--- config.mk ---
export PLATFORM = sky130hd
export DESIGN_NAME = uart_tx_param_flat
export DESIGN_NICKNAME = d
export VERILOG_FILES = /design/src/rtl/uart_pkg.sv /design/src/rtl/uart_tx_param_if.sv /design/src/rtl/uart_baud_tick.sv /design/src/rtl/uart_tx_param.sv /design/src/flat_wrapper.sv
export SDC_FILE = /design/constraint.sdc
export NUM_CORES = 1
export LEC_CHECK = 0
export ABC_AREA = 0
export CORE_ASPECT_RATIO = 1.25
export CORE_MARGIN = 1.5
export CORE_UTILIZATION = 58
export CTS_BUF_LIST = sky130_fd_sc_hd__clkbuf_8 sky130_fd_sc_hd__clkbuf_16
export CTS_CLUSTER_DIAMETER = 60
export DETAILED_ROUTE_END_ITERATION = 7
export PLACE_DENSITY = 0.88
export SLEW_MARGIN = 40
export SYNTH_ARGS = -nofsm -noshare
export SYNTH_HDL_FRONTEND = slang
export SYNTH_HIERARCHICAL = 1
export SYNTH_SLANG_ARGS = --single-unit
--- constraint.sdc ---
create_clock -name clk -period 5.2 [get_ports clk]
set_clock_uncertainty 0.05 [all_clocks]
set_input_delay 1.04 -clock clk [delete_from_list [all_inputs] [get_ports clk]]
set_output_delay 1.04 -clock clk [all_outputs]
set_load 0.05 [all_outputs]
--- src/rtl/uart_pkg.sv ---
// Shared definitions for the UART transmitter and receiver.
package uart_pkg;

  typedef enum logic [2:0] {
    IDLE,
    START,
    DATA,
    PARITY,
    STOP
  } tx_state_t;

  localparam bit PAR_EVEN = 1'b0;
  localparam bit PAR_ODD  = 1'b1;

  // Clocks from the accept edge to the busy fall for one frame.
  function automatic int unsigned frame_clocks(input int unsigned cpb, input int unsigned db,
                                               input int unsigned pe, input int unsigned sb);
    return cpb * (1 + db + pe + sb);
  endfunction

endpackage

--- src/rtl/uart_tx_param_if.sv ---
// Host-side handshake plus serial pin of the parametrised UART transmitter.
interface uart_tx_param_if #(
  parameter int unsigned DATA_BITS = 8
);
  logic [DATA_BITS-1:0] tx_data;
  logic                 send;
  logic                 TXD;
  logic                 td_busy;
  logic                 tx_done;

  modport master (
    output tx_data,
    output send,
    input  TXD,
    input  td_busy,
    input  tx_done
  );

  modport slave (
    input  tx_data,
    input  send,
    output TXD,
    output td_busy,
    output tx_done
  );
endinterface

--- src/rtl/uart_baud_tick.sv ---
// Bit-period timer: counts 0..CLKS_PER_BIT-1 and pulses tick on the terminal count.
module uart_baud_tick #(
  parameter int unsigned CLKS_PER_BIT = 16
) (
  input  logic clk,
  input  logic reset,
  input  logic clear,
  output logic tick
);

  localparam int unsigned CntW = (CLKS_PER_BIT > 1) ? $clog2(CLKS_PER_BIT) : 1;
  localparam logic [CntW-1:0] CntMax = CntW'(CLKS_PER_BIT - 1);

  logic [CntW-1:0] cnt_q, cnt_d;

  // Next count: restart on clear or terminal count, never wraps past CntMax.
  always_comb begin
    tick  = (cnt_q == CntMax);
    cnt_d = cnt_q + 1'b1;
    if (clear || tick) begin
      cnt_d = '0;
    end
  end

  // Count register.
  always_ff @(posedge clk) begin
    if (reset) begin
      cnt_q <= '0;
    end else begin
      cnt_q <= cnt_d;
    end
  end

endmodule

--- src/rtl/uart_tx_param.sv ---
// Parametrised UART transmitter: start, DATA_BITS data LSB first, optional parity, stop bits.
module uart_tx_param
  import uart_pkg::*;
#(
  parameter int unsigned CLKS_PER_BIT = 16,
  parameter int unsigned DATA_BITS    = 8,
  parameter int unsigned PARITY_EN    = 0,
  parameter int unsigned PARITY_ODD   = 0,
  parameter int unsigned STOP_BITS    = 1
) (
  input  logic            clk,
  input  logic            reset,
  uart_tx_param_if.slave  bus
);

  localparam int unsigned IdxW = $clog2(DATA_BITS + 1);
  localparam bit ParMode = (PARITY_ODD != 0) ? PAR_ODD : PAR_EVEN;
  localparam logic [IdxW-1:0] LastData = IdxW'(DATA_BITS - 1);
  localparam logic [IdxW-1:0] LastStop = IdxW'(STOP_BITS - 1);

  tx_state_t            state_q, state_d;
  logic [DATA_BITS-1:0] shift_q, shift_d;
  logic [IdxW-1:0]      idx_q, idx_d;
  logic                 par_q, par_d;
  logic                 txd_q, txd_d;
  logic                 busy_q, busy_d;
  logic                 done_q, done_d;
  logic                 accept;
  logic                 tick;

  assign accept = (state_q == IDLE) && bus.send;

  uart_baud_tick #(
    .CLKS_PER_BIT(CLKS_PER_BIT)
  ) u_baud (
    .clk  (clk),
    .reset(reset),
    .clear(accept),
    .tick (tick)
  );

  // Frame sequencing; TXD is computed one edge ahead so the pin stays registered.
  always_comb begin
    state_d = state_q;
    shift_d = shift_q;
    idx_d   = idx_q;
    par_d   = par_q;
    txd_d   = txd_q;
    busy_d  = busy_q;
    done_d  = 1'b0;
    unique case (state_q)
      IDLE: begin
        txd_d  = 1'b1;
        busy_d = 1'b0;
        if (bus.send) begin
          shift_d = bus.tx_data;
          par_d   = (^bus.tx_data) ^ ParMode;
          txd_d   = 1'b0;
          busy_d  = 1'b1;
          idx_d   = '0;
          state_d = START;
        end
      end
      START: begin
        if (tick) begin
          txd_d   = shift_q[0];
          idx_d   = '0;
          state_d = DATA;
        end
      end
      DATA: begin
        if (tick) begin
          shift_d = shift_q >> 1;
          if (idx_q == LastData) begin
            idx_d = '0;
            if (PARITY_EN != 0) begin
              txd_d   = par_q;
              state_d = PARITY;
            end else begin
              txd_d   = 1'b1;
              state_d = STOP;
            end
          end else begin
            idx_d = idx_q + 1'b1;
            txd_d = shift_q[1];
          end
        end
      end
      PARITY: begin
        if (tick) begin
          txd_d   = 1'b1;
          idx_d   = '0;
          state_d = STOP;
        end
      end
      STOP: begin
        if (tick) begin
          if (idx_q == LastStop) begin
            idx_d   = '0;
            busy_d  = 1'b0;
            done_d  = 1'b1;
            state_d = IDLE;
          end else begin
            idx_d = idx_q + 1'b1;
          end
        end
      end
      default: begin
        txd_d   = 1'b1;
        busy_d  = 1'b0;
        idx_d   = '0;
        state_d = IDLE;
      end
    endcase
  end

  // State registers; reset wins over any frame in progress and over send.
  always_ff @(posedge clk) begin
    if (reset) begin
      state_q <= IDLE;
      shift_q <= '0;
      idx_q   <= '0;
      par_q   <= 1'b0;
      txd_q   <= 1'b1;
      busy_q  <= 1'b0;
      done_q  <= 1'b0;
    end else begin
      state_q <= state_d;
      shift_q <= shift_d;
      idx_q   <= idx_d;
      par_q   <= par_d;
      txd_q   <= txd_d;
      busy_q  <= busy_d;
      done_q  <= done_d;
    end
  end

  assign bus.TXD     = txd_q;
  assign bus.td_busy = busy_q;
  assign bus.tx_done = done_q;

endmodule

--- src/flat_wrapper.sv ---
// flat-port wrapper written by rule: the top's interface ports become plain ports
module uart_tx_param_flat import uart_pkg::*;
#(
  parameter int unsigned CLKS_PER_BIT = 16,
  parameter int unsigned DATA_BITS    = 8,
  parameter int unsigned PARITY_EN    = 0,
  parameter int unsigned PARITY_ODD   = 0,
  parameter int unsigned STOP_BITS    = 1
)
  (clk, reset, bus_tx_data, bus_send, bus_TXD, bus_td_busy, bus_tx_done);
  uart_tx_param_if #(.DATA_BITS(DATA_BITS)) bus_i ();
  input  logic clk;
  input  logic reset;
  input wire logic [$bits(bus_i.tx_data)-1:0] bus_tx_data;
  input wire logic [$bits(bus_i.send)-1:0] bus_send;
  output wire logic [$bits(bus_i.TXD)-1:0] bus_TXD;
  output wire logic [$bits(bus_i.td_busy)-1:0] bus_td_busy;
  output wire logic [$bits(bus_i.tx_done)-1:0] bus_tx_done;
  assign bus_i.tx_data = bus_tx_data;
  assign bus_i.send = bus_send;
  assign bus_TXD = bus_i.TXD;
  assign bus_td_busy = bus_i.td_busy;
  assign bus_tx_done = bus_i.tx_done;
  uart_tx_param #(.CLKS_PER_BIT(CLKS_PER_BIT), .DATA_BITS(DATA_BITS), .PARITY_EN(PARITY_EN), .PARITY_ODD(PARITY_ODD), .STOP_BITS(STOP_BITS)) u_core (.clk(clk), .reset(reset), .bus(bus_i));
endmodule
# Word-level counts from Yosys, hierarchy flattened

Index checks and enable logic that the tools add are counted.

Bits in registers: 22
Bits of input ports: 11
Output and inout bits: 3
Word-level logic and storage cells: 69

Add/subtract/negate cells: 2
Equal/unequal tests: 14
Muxes and demuxes: 29
Bitwise gates (word level): 3
Reduce and logical (&&, ||, !) cells: 14

Operators by type and width:

| kind                  | count |
|---|---|
| $mux W4               | 6 |
| $mux W3               | 7 |
| $mux W8               | 2 |
| $pmux W4 S4           | 1 |
| $pmux W8 S2           | 1 |
| $pmux W3 S5           | 1 |
| $ne A2 B1 Y1 const B  | 7 |
| $mux W1               | 9 |
| $add A4 B1 Y4 const B | 2 |
| $reduce_and A4 Y1     | 2 |
| $reduce_and A7 Y1     | 1 |
| $eq A3 B2 Y1 const B  | 2 |
| $reduce_and A3 Y1     | 2 |
| $reduce_or A3 Y1      | 2 |
| $pmux W1 S5           | 1 |
| $eq A4 B3 Y1 const B  | 1 |
| $eq A4 B4 Y1 const B  | 1 |
| $logic_not A4 Y1      | 1 |
| $reduce_or A2 Y1      | 2 |
| $eq A3 B1 Y1 const B  | 1 |
| $eq A3 B3 Y1 const B  | 1 |
| $logic_not A3 Y1      | 1 |
| $not A1 Y1            | 3 |
| $pmux W1 S3           | 1 |
| 4 further kinds       | 4 |

# Depth between registers and ports, before layout

Word-level depth: 4
Mapped depth: 9
Depth with buffers taken out: 7

# By module

The synthesis kept the hierarchy.

Modules (own cells, without submodules):

| module         | instances | cells an instance | area an instance (um^2) | sequential area each (um^2) |
|---|---|---|---|---|
| uart_tx_param  | 1         | 111               | 1031.0                  | 360.3 |
| uart_baud_tick | 1         | 16                | 157.7                   | 80.1 |

# Worst setup path after synthesis

OpenSTA, ideal clock, no wires.

Path kind: input-to-reg
From: in reset
To: reg u_core.idx_q[3]
Setup time: 0.120 ns
Arrival time: 1.803 ns
Required time: 5.030 ns
Setup slack: 3.227 ns
Stages on the path: 4
Buffers on the path: 1
Cell sequence: clkbuf_1 -> inv_1 -> and4_1 -> a211o_1

RTL lines:

| element              | RTL line             | RTL |
|---|---|---|
| start, declared      | flat_wrapper.sv:13   | `input logic reset;` |
| end signal, assigned | uart_tx_param.sv:130 | `idx_q <= idx_d;` |
| end, declared        | uart_tx_param.sv:23  | `logic [IdxW-1:0] idx_q, idx_d;` |

# Worst setup path in the final report

From: reg u_core.txd_q, in the netlist u_core/bus.TXD
To: out bus_TXD

RTL lines:

| element                | RTL line             | RTL |
|---|---|---|
| start, declared        | uart_tx_param.sv:25  | `logic txd_q, txd_d;` |
| start signal, assigned | uart_tx_param.sv:132 | `txd_q <= txd_d;` |
| end, declared          | flat_wrapper.sv:16   | `output wire logic [$bits(bus_i.TXD)-1:0] bus_TXD;` |

No word-level cell between the ends.

==> reports/metrics.yaml <==
finish:
  syn_to_final_growth_pct: 10.95
  drive_gt1_frac: 0.1259
  fin_util: 0.6731
  nets: 151
  fillers: 155
  n_antenna_cell: 0
worst_hold_path:
  hold_path.class: "reg -> reg"
setup_path:
  slowest_stage: "clkdlybuf4s50_1"
  required_ps: 4110
  cp.arrival_ps: 1390
  cp_num_buf_inv: 1
  critical-path-top-delay-family: "buffers and inverters"
  cp-start-kind: "register"
  crit_path_end_kind: "output pin"
  critPathKind: "reg -> out"
  path_cells: "clkdlybuf4s50_1"
  worstPathMaxFanout: 2
  max_stage_delay_ps: 800
timing:
  max_freq_ghz: 0.4039
  hold_viol_final: 0
  slew_viol_final: 0
  rsz0062_at_grt: "false"
  setup_viol: 0
  slew_headroom: 0.4376
  period_needed_ps: 2476
  worst_pin_slew_ps: 839.9
  fin_tns_setup_ps: 0
  finalCritPeriodShare: 0.4761
logic_synthesis:
  synth.cell_area_mm2: 0.001189
  synthFlopType: "dfxtp_1"
  syn_nets: 141
  ys_seq_area_frac: 0.3705
  synth_common_cells: "dfxtp_1, nor2_1, mux2i_1, a21oi_1"
  async_flop_share: 0
  yosysMostFrequentCell: "dfxtp_1"
  avgSynthCellArea_um2: 9.359
  synth_area_leaders: "dfxtp_1, mux2i_1, nor2_1, a211oi_1, a211oi_2"
  syn_inst: 127
  yosysWarnings: 6
  ys_seq_elements: 22
  synth_top_area_share: 0.3705
  synth_top_area_cell: "dfxtp_1"
  synth_edf_count: 0
  synth.distinct_cells: 45
cts:
  clk-insertion-delay-late_ps: 250
  cts_setup_buffers: 0
  clk_pin_slew_ps: 70
  cts_tree: "built"
  ctsResizeCount: 0
  clock-root-buffer: "clkbuf_8"
  clk_path_buf_depth: 2
  hold_buffers: 0
  htree_levels: 1
  numCtsBuffers: 3
  cts.sinks: 22
global_routing:
  grt_use_total: 0.1939
  grt.overflow.total: 0
  first_global_vias: 853
  grt_max_degree: 22
  grt_pass1_wl_um: 3436
  antenna_found_initial: 0
routing:
  vias: 926
  wirelength_um: 2051
  drc: 0
  drt-initial-drc-count: 18
  detail-route-antenna-nets: 0
  detail_route.wl_per_cell_um: 13.23
  dr.pass1.iters: 4
  via_per_inst: 5.974
power:
  p_seq_frac: 0.561
  switching_share: 0.2411
  irDropWorstVdd_mv: 0.1637
  comb_power_share: 0.133
  pwr_density_cell_mw_per_mm2: 248.8
  p_leak_nw: 0.4964
  pwr-share-clk: 0.306
  intPower_w: 0.0002490
  p_sw_w: 0.00007913
floorplan:
  start_util: 0.6066
  io_pins: 14
  die_area_mm2: 0.002332
  die_width_um: 43.49
  coreArea_mm2: 0.001959
  num_rows: 18
  die_h_um: 53.62
run:
  maxCapViolCount: 0
placed_design:
  gp_congestion: 0.8747
  hpwlAfterDp_um: 1470
  port_buffers: 13
status:
  status: "completed"
[stage by stage]
| stage | setup slack (ps) | power, W | instance area [µm²] | std cells | hold WS (ps) |
|---|---|---|---|---|---|
| 2_1_floorplan | 3227 | 0.0002184 | 1189 | 127 | 367.6 |
| 3_3_place_gp | 2389 | 0.0002303 | 1282 | 152 | 386.6 |
| 3_5_place_dp | 2315 | 0.0002322 | 1282 | 152 | 403.0 |
| 4_1_cts | 2597 | 0.0003343 | 1324 | 155 | 413.7 |
| 5_1_grt | 2616 | 0.0003444 | 1319 | 155 | 441.6 |
| 6_report | 2724 | 0.0003282 | 1319 | 155 | 407.4 |
[flip-flops by register name (all words and copies together), names as in the netlist]
name / flops
u_core/u_baud/cnt_q: 4
u_core/shift_q: 8
u_core/bus.td_busy: 1
u_core/bus.tx_done: 1
u_core/bus.TXD: 1
u_core/state_q: 3
u_core/idx_q: 4
[kinds of logic after synthesis]
kind of cell / synth area share
xor+xnor: 0.01474
buf+inv: 0.06736
flops: 0.3705
fa+ha+maj: 0.03158
mux: 0.08421
compound gates: 0.1811
simple gates: 0.2505
[placed cells by master, fill, tap and decap left out, drive strengths merged]
master         synthesis  final
and4                   1      1
a21oi                  6      6
nor2b                  1      1
and3b                  1      1
buf                    6      1
o21ai                  5      5
inv                    5      5
nand2b                 1      1
and3                   1      1
a211oi                 8      8
clkbuf                 2      3
a22o                   1      1
xor2                   1      1
nand4bb                1      1
nor3b                  3      3
o32a                   1      1
nand4                  1      1
mux2i                 10     10
xnor2                  1      1
nand3                  5      5
o21a                   1      1
or3b                   1      1
dfxtp                 22     22
nor3                   7      7
a32o                   1      1
ha                     3      3
a31oi                  1      1
or2b                   2      2
a221oi                 1      1
a211o                  1      1
nand2                  5      5
a21o                   1      1
nor2                  17     17
clkdlybuf4s50          0     12
o32ai                  1      1
nand3b                 1      1
and2                   1      1
[power groups by stage]
stage	sequential [W]	combinational, W	clock (W)
final	0.000184	0.0000437	0.000100
after global routing	0.000185	0.0000481	0.000111
after CTS	0.000184	0.0000442	0.000106
after detailed placement	0.000188	0.0000441	0
after global placement	0.000188	0.0000427	0
after floorplan	0.000189	0.0000294	0
[final timing paths]
check | startpoint | end | slack [ps] | cells past startpoint
hold reg to reg | u_core/u_baud/cnt_q[0] | u_core/u_baud/cnt_q[0] | 410 | 1
setup reg to reg | u_core/u_baud/cnt_q[0] | u_core/shift_q[2] | 3170 | 7
hold / removal | u_core/u_baud/cnt_q[0] | u_core/u_baud/cnt_q[0] | 410 | 1
setup / recovery | u_core/bus.TXD | bus_TXD | 2720 | 1
[layout make-up]
cell class | instances | area, µm² | area share
Multi-Input combinational cell | 92 | 668.1 | 0.5066
Clock buffer | 3 | 41.29 | 0.03131
Tap cell | 20 | 25.02 | 0.01898
Timing Repair Buffer | 13 | 125.1 | 0.09488
Sequential cell | 22 | 440.4 | 0.3340
Inverter | 5 | 18.77 | 0.01423
[layer usage]
metal / up-vias / global-route usage / routed length, µm
met4: 0 / 0.1010 / 23
met5: - / 0 / 0
met2: 22 / 0.3532 / 1017
met1: 423 / 0.2208 / 931
li1: 477 / - / -
met3: 4 / 0.02349 / 78
No activity file was read; power rests on OpenSTA's default activity.
